===== src/rtl/inst_type_stage_pkg.sv =====
// Shared instruction-set constants for the instruction classification stage.
// Holds the 4-bit opcodes, the 6-bit R-type function codes and the 3-bit
// INSTTYPE class codes used by the classifier, the FIFO and the event
// counters. Instruction fields: opcode = inst[15:12], func = inst[5:0].
package inst_type_stage_pkg;

  // Opcodes (inst[15:12])
  localparam logic [3:0] OPCODE_BNE   = 4'd0;
  localparam logic [3:0] OPCODE_BEQ   = 4'd1;
  localparam logic [3:0] OPCODE_BGZ   = 4'd2;
  localparam logic [3:0] OPCODE_BLZ   = 4'd3;
  localparam logic [3:0] OPCODE_ADI   = 4'd4;
  localparam logic [3:0] OPCODE_ORI   = 4'd5;
  localparam logic [3:0] OPCODE_LHI   = 4'd6;
  localparam logic [3:0] OPCODE_LWD   = 4'd7;
  localparam logic [3:0] OPCODE_SWD   = 4'd8;
  localparam logic [3:0] OPCODE_JMP   = 4'd9;
  localparam logic [3:0] OPCODE_JAL   = 4'd10;
  localparam logic [3:0] OPCODE_RTYPE = 4'd15;

  // R-type function codes (inst[5:0])
  localparam logic [5:0] FUNC_ADD = 6'd0;
  localparam logic [5:0] FUNC_SUB = 6'd1;
  localparam logic [5:0] FUNC_AND = 6'd2;
  localparam logic [5:0] FUNC_ORR = 6'd3;
  localparam logic [5:0] FUNC_NOT = 6'd4;
  localparam logic [5:0] FUNC_TCP = 6'd5;
  localparam logic [5:0] FUNC_SHL = 6'd6;
  localparam logic [5:0] FUNC_SHR = 6'd7;
  localparam logic [5:0] FUNC_JPR = 6'd25;
  localparam logic [5:0] FUNC_JRL = 6'd26;
  localparam logic [5:0] FUNC_WWD = 6'd28;
  localparam logic [5:0] FUNC_HLT = 6'd29;
  // All-ones function field is reserved as an explicit no-op
  localparam logic [5:0] FUNC_NOP = 6'b111111;

  // Instruction classes; the numeric value doubles as the counter index
  typedef enum logic [2:0] {
    INSTTYPE_RTYPE  = 3'd0,
    INSTTYPE_LOAD   = 3'd1,
    INSTTYPE_STORE  = 3'd2,
    INSTTYPE_BRANCH = 3'd3,
    INSTTYPE_JUMP   = 3'd4,
    INSTTYPE_OUTPUT = 3'd5,
    INSTTYPE_NOP    = 3'd6
  } insttype_e;

  localparam int INSTTYPE_COUNT = 7;

endpackage


===== src/rtl/inst_type_lane.sv =====
// Combinational classifier for one instruction lane.
// Ports:
//   opcode_i  - inst[15:12] of the lane
//   func_i    - inst[5:0] of the lane
//   en_i      - lane enable; a disabled lane always reports NOP
//   type_o    - INSTTYPE class code of the lane
module inst_type_lane
  import inst_type_stage_pkg::*;
(
  input  logic [3:0] opcode_i,
  input  logic [5:0] func_i,
  input  logic       en_i,
  output logic [2:0] type_o
);

  insttype_e laneType;

  // Opcode decides the class directly except for the R-type/immediate ALU
  // group, where the function field picks out jumps, output and no-ops.
  always_comb begin
    laneType = INSTTYPE_NOP;
    case (opcode_i)
      OPCODE_RTYPE, OPCODE_ADI, OPCODE_ORI: begin
        case (func_i)
          FUNC_JPR, FUNC_JRL: laneType = INSTTYPE_JUMP;
          FUNC_WWD:           laneType = INSTTYPE_OUTPUT;
          FUNC_NOP:           laneType = INSTTYPE_NOP;
          default:            laneType = INSTTYPE_RTYPE;
        endcase
      end
      OPCODE_LHI, OPCODE_LWD:                         laneType = INSTTYPE_LOAD;
      OPCODE_SWD:                                     laneType = INSTTYPE_STORE;
      OPCODE_BNE, OPCODE_BEQ, OPCODE_BGZ, OPCODE_BLZ: laneType = INSTTYPE_BRANCH;
      OPCODE_JMP, OPCODE_JAL:                         laneType = INSTTYPE_JUMP;
      default:                                        laneType = INSTTYPE_NOP;
    endcase
  end

  assign type_o = en_i ? laneType : INSTTYPE_NOP;

endmodule


===== src/rtl/inst_type_stage.sv =====
// Instruction classification pipeline stage.
// Classifies LANES 16-bit instructions per beat, buffers beats in a 2-entry
// FIFO with valid/ready handshakes on both sides, and keeps one saturating
// event counter per instruction class that advances on each output handshake.
// Ports:
//   clk, reset_n              - clock, synchronous active-low reset
//   in_valid/in_ready         - upstream handshake
//   in_inst, in_lane_en       - beat payload (lane k at in_inst[16k+15:16k])
//   out_valid/out_ready       - downstream handshake
//   out_inst, out_type        - FIFO head payload and per-lane class codes
//   out_lane_en               - FIFO head lane enables
//   flush                     - drop all buffered beats
//   cnt_clr                   - zero all class counters
//   cnt_sel, cnt_value        - counter select and its registered read value
module inst_type_stage
  import inst_type_stage_pkg::*;
#(
  parameter int LANES = 2,
  parameter int CNT_W = 16
) (
  input  logic                 clk,
  input  logic                 reset_n,
  input  logic                 in_valid,
  output logic                 in_ready,
  input  logic [LANES*16-1:0]  in_inst,
  input  logic [LANES-1:0]     in_lane_en,
  output logic                 out_valid,
  input  logic                 out_ready,
  output logic [LANES*16-1:0]  out_inst,
  output logic [LANES*3-1:0]   out_type,
  output logic [LANES-1:0]     out_lane_en,
  input  logic                 flush,
  input  logic                 cnt_clr,
  input  logic [2:0]           cnt_sel,
  output logic [CNT_W-1:0]     cnt_value
);

  typedef struct packed {
    logic [LANES*16-1:0] inst;
    logic [LANES-1:0]    laneEn;
    logic [LANES*3-1:0]  laneType;
  } entry_t;

  logic [LANES*3-1:0] pushType;
  entry_t             entry_q [2];
  entry_t             headEntry;
  logic               wrPtr_q, wrPtr_d;
  logic               rdPtr_q, rdPtr_d;
  logic [1:0]         occ_q, occ_d;
  logic               push, pop, countPop;

  logic [2:0]         incCount [INSTTYPE_COUNT];
  logic [CNT_W-1:0]   cnt_q    [INSTTYPE_COUNT];
  logic [CNT_W-1:0]   cnt_d    [INSTTYPE_COUNT];
  logic [CNT_W-1:0]   cntValue_q, cntValue_d;

  // Classification happens on the way in so the stored type travels with
  // its instruction and the output side is a plain register read.
  for (genvar k = 0; k < LANES; k++) begin : g_lane
    inst_type_lane u_lane (
      .opcode_i (in_inst[16*k+12 +: 4]),
      .func_i   (in_inst[16*k +: 6]),
      .en_i     (in_lane_en[k]),
      .type_o   (pushType[3*k +: 3])
    );
  end

  // Full FIFO refuses a push even if it is popping this cycle, and flush
  // blocks pushes so nothing slips in behind the discard.
  assign in_ready  = (occ_q != 2'd2) & ~flush;
  assign out_valid = (occ_q != 2'd0);
  assign push      = in_valid & in_ready;
  assign pop       = out_valid & out_ready;
  assign countPop  = pop & ~flush;

  assign headEntry   = entry_q[rdPtr_q];
  assign out_inst    = out_valid ? headEntry.inst     : '0;
  assign out_type    = out_valid ? headEntry.laneType : '0;
  assign out_lane_en = out_valid ? headEntry.laneEn   : '0;

  // Pointer and occupancy bookkeeping; flush empties the FIFO outright.
  always_comb begin
    occ_d   = occ_q;
    wrPtr_d = wrPtr_q;
    rdPtr_d = rdPtr_q;
    if (flush) begin
      occ_d   = 2'd0;
      wrPtr_d = 1'b0;
      rdPtr_d = 1'b0;
    end else begin
      if (push) wrPtr_d = ~wrPtr_q;
      if (pop)  rdPtr_d = ~rdPtr_q;
      case ({push, pop})
        2'b10:   occ_d = occ_q + 2'd1;
        2'b01:   occ_d = occ_q - 2'd1;
        default: occ_d = occ_q;
      endcase
    end
  end

  always_ff @(posedge clk) begin
    if (!reset_n) begin
      occ_q   <= 2'd0;
      wrPtr_q <= 1'b0;
      rdPtr_q <= 1'b0;
    end else begin
      occ_q   <= occ_d;
      wrPtr_q <= wrPtr_d;
      rdPtr_q <= rdPtr_d;
    end
  end

  // FIFO storage; push already implies no flush.
  always_ff @(posedge clk) begin
    if (!reset_n) begin
      for (int i = 0; i < 2; i++) entry_q[i] <= '0;
    end else if (push) begin
      entry_q[wrPtr_q] <= {in_inst, in_lane_en, pushType};
    end
  end

  // Per-class count of enabled lanes in the head beat. The enable is
  // checked explicitly because disabled lanes are stored as NOP and must
  // not be counted as NOPs.
  always_comb begin
    for (int t = 0; t < INSTTYPE_COUNT; t++) begin
      incCount[t] = 3'd0;
      for (int k = 0; k < LANES; k++) begin
        if (headEntry.laneEn[k] && (headEntry.laneType[3*k +: 3] == 3'(t)))
          incCount[t] = incCount[t] + 3'd1;
      end
    end
  end

  // Add with clamp at all-ones; the three guard bits cover the largest
  // per-beat increment even for very narrow counters.
  function automatic logic [CNT_W-1:0] satAdd(input logic [CNT_W-1:0] a,
                                              input logic [2:0] b);
    logic [CNT_W+2:0] sum;
    sum = {3'b000, a} + {{CNT_W{1'b0}}, b};
    if (sum[CNT_W+2:CNT_W] != 3'b000) return '1;
    return sum[CNT_W-1:0];
  endfunction

  // Clear beats any increment; a pop during flush is not counted.
  always_comb begin
    for (int t = 0; t < INSTTYPE_COUNT; t++) begin
      cnt_d[t] = cnt_q[t];
      if (cnt_clr)       cnt_d[t] = '0;
      else if (countPop) cnt_d[t] = satAdd(cnt_q[t], incCount[t]);
    end
  end

  // Read port; the one code outside the class range reads zero.
  always_comb begin
    cntValue_d = '0;
    if (cnt_sel < 3'(INSTTYPE_COUNT)) cntValue_d = cnt_q[cnt_sel];
  end

  always_ff @(posedge clk) begin
    if (!reset_n) begin
      for (int t = 0; t < INSTTYPE_COUNT; t++) cnt_q[t] <= '0;
      cntValue_q <= '0;
    end else begin
      for (int t = 0; t < INSTTYPE_COUNT; t++) cnt_q[t] <= cnt_d[t];
      cntValue_q <= cntValue_d;
    end
  end

  assign cnt_value = cntValue_q;

endmodule


===== config.mk =====
export PLATFORM = sky130hd
export DESIGN_NAME = inst_type_stage
export DESIGN_NICKNAME = d
export VERILOG_FILES = /design/src/rtl/inst_type_stage_pkg.sv /design/src/rtl/inst_type_lane.sv /design/src/rtl/inst_type_stage.sv
export SDC_FILE = /design/constraint.sdc
export NUM_CORES = 1
export LEC_CHECK = 0
export ABC_CLOCK_PERIOD_IN_PS = 5700
export CAP_MARGIN = 20
export CORE_UTILIZATION = 50
export DETAILED_ROUTE_END_ITERATION = 10
export HOLD_SLACK_MARGIN = 0.05
export MAX_ROUTING_LAYER = met4
export PLACE_DENSITY = 0.71
export REMOVE_ABC_BUFFERS = 1
export SYNTH_ARGS = -nofsm -noshare
export SYNTH_HDL_FRONTEND = slang
export SYNTH_SLANG_ARGS = --single-unit

===== constraint.sdc =====
create_clock -name clk -period 5.7 [get_ports clk]
set_input_delay 1.425 -clock clk [delete_from_list [all_inputs] [get_ports clk]]
set_output_delay 1.425 -clock clk [all_outputs]
set_load 0.02 [all_outputs]

Word level (Yosys, flattened, before mapping)
Memory sizes are Yosys's and may differ from the RTL's. A register that Yosys moved wholly into a read port is not among the register bits.
Index checks and enable logic that the tools add are counted.
{ "word_totals": {"reg_bits": 4, "ramBits": 192, "output_inout_bits": 58, "word_cells": 213, "memories": 2} }
{ "mem_list": {"columns": ["name", "words", "width", "rd", "rd_ports_with_merged_regs", "wr", "line_no", "rtl"], "rows": [
  ["cnt_q", 7, 16, 8, 1, 7, "inst_type_stage.sv:53", "logic [CNT_W-1:0] cnt_q [INSTTYPE_COUNT];"],
  ["entry_q", 2, 40, 1, 1, 2, "inst_type_stage.sv:45", "entry_t entry_q [2];"]
]} }
{ "op_classes": {"addsub": 16, "n_lt_le_gt_ge": 1, "eq_ne": 45, "muxes": 90, "bitwise": 15, "n_reduce_logical": 41} }
{ "ops": {"columns": ["operator", "count"], "rows": [
  ["$mux W16", 35],
  ["$add A16 B3 Y17", 7],
  ["$mux W40", 1],
  ["$reduce_or A40 Y1", 1],
  ["$mux W1", 37],
  ["$eq A6 B5 Y1 const B", 6],
  ["$eq A4 B3 Y1 const B", 8],
  ["$eq A4 B4 Y1 const B", 8],
  ["$mux W32", 1],
  ["$pmux W3 S5", 2],
  ["$mux W3", 9],
  ["$add A3 B1 Y3 const B", 7],
  ["$reduce_bool A3 Y1", 7],
  ["$eq A3 B3 Y1 const B", 6],
  ["$pmux W3 S3", 2],
  ["$eq A4 B2 Y1 const B", 4],
  ["$logic_and A1 B1 Y1", 14],
  ["$reduce_or A2 Y1", 7],
  ["$eq A3 B2 Y1 const B", 4],
  ["$eq A6 B6 Y1 const B", 2],
  ["$eq A4 B1 Y1 const B", 2],
  ["$logic_not A4 Y1", 2],
  ["$reduce_or A4 Y1", 2],
  ["$or A1 B1 Y1", 7],
  ["17 further kinds", 27]
]} }

Depth between registers and ports, before layout
Gate-level depths: netlist of run 1.
{ "depth": {"ltp_word": 14, "mapped_depth": 15, "mapped_depth_nobuf": 13} }

By module
A second synthesis of run 1 with hierarchy kept.
{ "hier_totals": {"hier_cells": 1172, "hier_area_um2": 11252.0} }
{ "modules_own_cells": {"columns": ["module", "n_inst", "cells_per_inst", "area_per_inst_um2", "seq_area_each_um2"], "rows": [
  ["inst_type_stage", 1, 1120, 10911.7, 5064.9],
  ["inst_type_lane", 2, 26, 170.2, 0.0]
]} }

Least setup slack after synthesis of run 1
No wires, ideal clock.
{ "synth_path": {"path_kind": "input -> register", "startpoint": "input port flush", "endpoint": "memory entry_q[0][0] in the netlist's numbering (enable)", "setup_time_ns": 0.493, "t_arrival_ns": 5.024, "required_ns": 5.207, "path_slack_ns": 0.183, "cell_stages": 5, "cell_sequence": "a21oi_1 -> and2_1 -> buf_2 -> inv_1 -> o21ai_0"} }
{ "synth_lines": {"columns": ["element", "line_no", "rtl"], "rows": [
  ["from (decl)", "inst_type_stage.sv:32", "input logic flush,"],
  ["to (decl)", "inst_type_stage.sv:45", null]
]} }

==> flow_summary.json, run 1 <==
{
  "vias": 8733,
  "root_buffer": "clkbuf_16",
  "slew_headroom_pct": 29.7,
  "avgSynthCellArea_um2": 9.71,
  "yosys.cell_types.count": 64,
  "end_kind": "output port",
  "firstDrtPassIters": 5,
  "finalSetupTns_ns": 0,
  "fin_cells": 1543,
  "path_class": "reg2out",
  "maxCapViolCount": 0,
  "slew_viol_final": 0,
  "post_drt_wl_per_cell_um": 17.1,
  "final_core_utilization_pct": 60.3,
  "dieArea_um2": 23400,
  "cp-start-kind": "flip-flop",
  "pwr-share-comb_pct": 6.6,
  "path_clk_slew_ns": 0.06,
  "core_area_um2": 22100,
  "grtUsageTotal_pct": 23.4,
  "seqPwrFrac_pct": 48.8,
  "io_pins": 101,
  "initial_core_util_pct": 51.6,
  "ant_nets": 0,
  "mappedNetlistArea_um2": 11400,
  "cp_max_fo": 39,
  "crit_required_ns": 4.28,
  "die_x_um": 153,
  "overflow": 0,
  "ys_ff_latch": 213,
  "num_rows": 54,
  "clock_skew_ns": 0.0100,
  "ctsHoldBuffers": 0,
  "cts_sinks": 213,
  "drive_above_1_share_pct": 7.60,
  "cts_resized": 0,
  "p_sw_uw": 746,
  "nets": 1319,
  "seq_area_frac_synth_pct": 44.4,
  "fmax_mhz": 234,
  "synth.area.top_cells": "dfxtp_1, edfxtp_1, mux2i_1",
  "synth_edf_count": 80,
  "period_share_pct": 74.8,
  "drc": 0,
  "dp_hpwl_um": 18200,
  "finalSetupViolations": 0,
  "syn_to_final_growth_pct": 16.8,
  "grt_max_degree": 64,
  "cts_made_buffers": 24,
  "antenna_found_initial": 0,
  "outcome": "complete, no violations",
  "yosys.area.top_type_share_pct": 23.4,
  "internal_power_uw": 2580,
  "clockBufferDepth": 3,
  "routed_wl_um": 26300,
  "cp_data_arrival_time_ns": 2.84,
  "grt_pass1_vias": 8374,
  "cts_setup_buffers": 0,
  "tightestPinTransition_ns": 1.05,
  "drtIter0Drc": 474,
  "timing.hold.worst.class": "reg2reg",
  "hold_slack_ns": 0.499,
  "clk_latency_ns": 0.51,
  "grt_first_pass_wirelength_um": 43100,
  "cellLeakagePower_uw": 0.00460,
  "htree_levels": 1,
  "powerDensity_nw_per_um2": 250,
  "stdcell_area_um2": 13300,
  "synth_async_sr_flop_share_pct": 0,
  "fin_crit_ns": 4.26,
  "io_buffers": 100,
  "synth_area_leader_cell": "dfxtp_1",
  "postPlaceCellArea_um2": 12500,
  "die_h_um": 153,
  "post_synth_inst_count": 1174,
  "sw_frac_of_total_pct": 22.4,
  "clkPwrFrac_pct": 44.5,
  "finalHoldViolations": 0,
  "n_antenna_cell": 0,
  "rsz0062_at_grt": "no",
  "cts_tree": "yes",
  "dp_cells": 1500,
  "viasPerCell": 5.66,
  "peakVddDrop_mv": 0.198,
  "ys.flop_type": "dfxtp_1",
  "gp_congestion": 0.836,
  "ys.warnings.count": 0
}
==> kinds of logic (layout without fill, tap and decap cells) <==
logic type	after synthesis	count (layout)	synth area share (%)
xor+xnor	72	72	5.53
flops	213	213	44.4
mux	90	90	9.66
compound gates	199	199	10.4
fa+ha+maj	29	29	3.64
buf+inv	107	196	4.10
simple gates	464	464	22.2
==> cell usage after synthesis (all sizes together) (4+ instances only) <==
master / number
clkbuf: 29
nor2b: 9
nand4: 22
and3: 19
nand2b: 12
o21ai: 45
a31oi: 18
nand3b: 4
buf: 34
xnor2: 44
nand3: 37
dfxtp: 133
inv: 44
fa: 7
nand2: 81
nor2: 129
ha: 22
a211oi: 7
a311oi: 5
or3: 7
nor4b: 5
and3b: 4
o22a: 4
edfxtp: 80
mux2i: 74
a21o: 6
nor3: 30
a21oi: 98
mux4: 16
and2: 69
and4: 16
nor4: 13
xor2: 28
==> path summary, 6_finish.rpt <==
kind / start / endpoint / slack, ns / cells past startpoint
setup / recovery: flip-flop / out_inst[15] / 1.44 / 4
hold / removal: cnt_q[5][0]$_SDFFE_PP0P_ / cnt_q[5][0]$_SDFFE_PP0P_ / 0.50 / 2
setup reg to reg: flip-flop / cnt_q[3][11]$_SDFFE_PP0P_ / 1.77 / 11
hold reg to reg: cnt_q[5][0]$_SDFFE_PP0P_ / cnt_q[5][0]$_SDFFE_PP0P_ / 0.50 / 2
==> cells in the final DEF (no fill, tap or decap), types with 22 or more instances in the layout <==
| master | Yosys | final |
|---|---|---|
| xnor2_1 | 44 | 44 |
| dfxtp_1 | 133 | 132 |
| inv_1 | 43 | 43 |
| nand3_1 | 36 | 36 |
| xor2_1 | 28 | 28 |
| nor3_1 | 27 | 27 |
| ha_1 | 22 | 22 |
| and2_1 | 69 | 69 |
| clkbuf_16 | 0 | 25 |
| a21oi_1 | 88 | 88 |
| o21ai_0 | 44 | 42 |
| mux2i_1 | 74 | 74 |
| nand2_1 | 79 | 79 |
| edfxtp_1 | 80 | 80 |
| clkdlybuf4s50_1 | 0 | 99 |
| nor2_1 | 127 | 127 |
==> final cells by class <==
type / instances / area, um^2
Tap cell: 280 / 350
Sequential cell: 213 / 5070
Inverter: 44 / 170
Clock inverter: 5 / 47.5
Timing Repair Buffer: 110 / 1080
Fill cell: 1875 / 8780
Multi-Input combinational cell: 854 / 5900
Clock buffer: 37 / 701
==> worst max-delay path, stage by stage, from the launching register on <==
cell and delay [ns]:
dfxtp_2 0.89, buf_4 0.47, mux2i_1 0.14, nor2_1 0.16
clkdlybuf4s50_1 0.65
==> state kept, by name (all words and copies together) (netlist names), named ones only <==
name	cells
cnt_q	112
entry_q	80
cnt_value	16
occ_q	2
rdPtr_q	1
wrPtr_q	1
==> metrics by stage <==
step	worst slack (ns)	power [uW]
after floorplan	0.199	1770
after global placement	1.50	1870
after detailed placement	1.50	1880
after CTS	1.41	3360
after global routing	1.30	3440
final	1.44	3330
==> power by group through the flow <==
stage / combinational, uW / sequential, uW / clock [uW]
floorplan: 110 / 1660 / 0
global placement: 217 / 1660 / 0
detailed placement: 220 / 1660 / 0
CTS: 222 / 1630 / 1510
global route: 242 / 1630 / 1570
finish: 221 / 1630 / 1480
==> routing by layer <==
metal | GRT usage (%) | vias to the layer above | part of all wire, %
met2 | 38.9 | 220 | 48
met3 | 3.23 | 40 | 4.6
li1 | - | 4327 | -
met4 | 5.77 | 0 | 2.1
met5 | - | - | 0
met1 | 30.3 | 4146 | 45
(Power assumes the default switching activity.)
==> run 2: changes to the inputs <==
--- a/config.mk
+++ b/config.mk
@@ -5,7 +5,7 @@
 export SDC_FILE = /design/constraint.sdc
 export NUM_CORES = 1
 export LEC_CHECK = 0
-export ABC_CLOCK_PERIOD_IN_PS = 5700
+export ABC_CLOCK_PERIOD_IN_PS = 3980
 export CAP_MARGIN = 20
 export CORE_UTILIZATION = 50
 export DETAILED_ROUTE_END_ITERATION = 10
==> constraint.sdc (replaced) <==
create_clock -name clk -period 3.98 [get_ports clk]
set_input_delay 0.995 -clock clk [delete_from_list [all_inputs] [get_ports clk]]
set_output_delay 0.995 -clock clk [all_outputs]
set_load 0.02 [all_outputs]
==> flow_summary.json, run 2 (synthesis gave the netlist of run 1 again) <==
{
  "outcome": "complete, no violations",
  "grt_max_degree": 102,
  "n_antenna_cell": 0,
  "dp_cells": 1512,
  "slew_viol_final": 0,
  "root_buffer": "clkbuf_16",
  "cp_max_fo": 19,
  "drive_above_1_share_pct": 8.23,
  "finalHoldViolations": 0,
  "vias": 8852,
  "cp-start-kind": "flip-flop",
  "sw_frac_of_total_pct": 22.9,
  "antenna_found_initial": 0,
  "path_clk_slew_ns": 0.06,
  "tightestPinTransition_ns": 1.01,
  "die_h_um": 153,
  "htree_levels": 1,
  "firstDrtPassIters": 5,
  "grt_pass1_vias": 8699,
  "timing.hold.worst.class": "reg2reg",
  "syn_to_final_growth_pct": 17.5,
  "fin_cells": 1556,
  "finalSetupViolations": 0,
  "core_area_um2": 22100,
  "num_rows": 54,
  "dieArea_um2": 23400,
  "slew_headroom_pct": 32.7,
  "io_pins": 101,
  "cts_sinks": 213,
  "end_kind": "flip-flop",
  "layout_commonest_cell": "dfxtp_1",
  "cp_data_arrival_time_ns": 3.84,
  "initial_core_util_pct": 51.6,
  "fmax_mhz": 294,
  "clock_skew_ns": 0.00749,
  "cts_made_buffers": 24,
  "dp_hpwl_um": 18100,
  "maxCapViolCount": 0,
  "p_sw_uw": 1080,
  "cellLeakagePower_uw": 0.00465,
  "clockBufferDepth": 3,
  "clk_latency_ns": 0.52,
  "clkPwrFrac_pct": 44.0,
  "powerDensity_nw_per_um2": 353,
  "pwr-share-comb_pct": 6.9,
  "cts_tree": "yes",
  "drtIter0Drc": 542,
  "peakVddDrop_mv": 0.354,
  "post_drt_wl_per_cell_um": 17.0,
  "gp_congestion": 0.863,
  "path_class": "reg2reg",
  "routed_wl_um": 26400,
  "io_buffers": 100,
  "cts_resized": 0,
  "rsz0062_at_grt": "no",
  "ant_nets": 0,
  "cts_setup_buffers": 0,
  "drc": 0,
  "seqPwrFrac_pct": 49.2,
  "overflow": 0,
  "grt_first_pass_wirelength_um": 43800,
  "grtUsageTotal_pct": 23.6,
  "fin_crit_ns": 3.40,
  "internal_power_uw": 3650,
  "ctsHoldBuffers": 0,
  "viasPerCell": 5.69,
  "final_cell_mix": "dfxtp_1, nor2_1, clkdlybuf4s50_1, a21oi_1, edfxtp_1",
  "period_share_pct": 85.5,
  "top_register": "cnt_q",
  "nets": 1330,
  "crit_required_ns": 4.42,
  "p_total_uw": 4730,
  "die_x_um": 153,
  "largest_register_ffs": 112
}
-- run 2: cell count changes in the layout (fill, tap and decap cells not counted) --
cell,before,now
clkinvlp_4,0,1
clkinv_2,2,0
clkinv_1,2,4
buf_4,9,19
buf_12,1,2
clkbuf_1,9,11
bufinv_16,1,0
-- run 2: cell type report --
cell class              count  area [um^2]
fillers                  1908         8700
multi-input cells         854         5900
flip-flops and latches    213         5070
repair buffers            121         1180
clock buffers              39          708
well taps                 280          350
inverters                  44          170
clock inverters             5         22.5
-- run 2: path summary, 6_finish.rpt --
check                            from                       end  slack (ns)  depth (start not counted)
max                         flip-flop  cnt_q[3][0]$_SDFFE_PP0P_        0.58                         11
min          cnt_q[1][0]$_SDFFE_PP0P_  cnt_q[1][0]$_SDFFE_PP0P_        0.50                          2
max reg2reg                 flip-flop  cnt_q[3][0]$_SDFFE_PP0P_        0.58                         11
min reg2reg  cnt_q[1][0]$_SDFFE_PP0P_  cnt_q[1][0]$_SDFFE_PP0P_        0.50                          2
-- run 2: power by group through the flow --
stage / Combinational (uW) / Sequential, uW / Clock (uW)
global route: 354 / 2330 / 2190
floorplan: 158 / 2380 / 0
detailed placement: 325 / 2370 / 0
global placement: 321 / 2370 / 0
finish: 324 / 2330 / 2080
CTS: 328 / 2330 / 2120
-- run 2: worst max-delay path, cell delays in order (launching register included) --
cell and delay, ns:
dfxtp_2 0.50, nand2b_1 0.20, o22a_1 0.23, a21oi_1 0.09
ha_1 0.29, ha_1 0.16, inv_1 0.06, fa_1 0.43
nor3_4 0.24, and3_1 0.32, nand4_1 0.51, a31oi_1 0.29
-- run 2: through the flow --
step / hold slack [ns] / setup TNS, ns / worst slack [ns] / cell area, um^2 / utilization [%]
after floorplan: 0.454 / -105.15 / -1.09 / 11100 / -
after global placement: 0.475 / 0 / 0.642 / 12700 / 57.3
after detailed placement: 0.497 / 0 / 0.601 / 12700 / 57.3
after CTS: 0.510 / 0 / 0.583 / 13400 / 60.6
after global routing: 0.520 / 0 / 0.266 / 13400 / 60.6
final: 0.503 / 0 / 0.575 / 13400 / 60.6
-- run 2: per-layer routing --
layer,wire length (um),GRT usage (%)
met1,11700,29.5
met3,1350,3.80
met2,12700,39.7
met5,0,-
met4,728,6.40
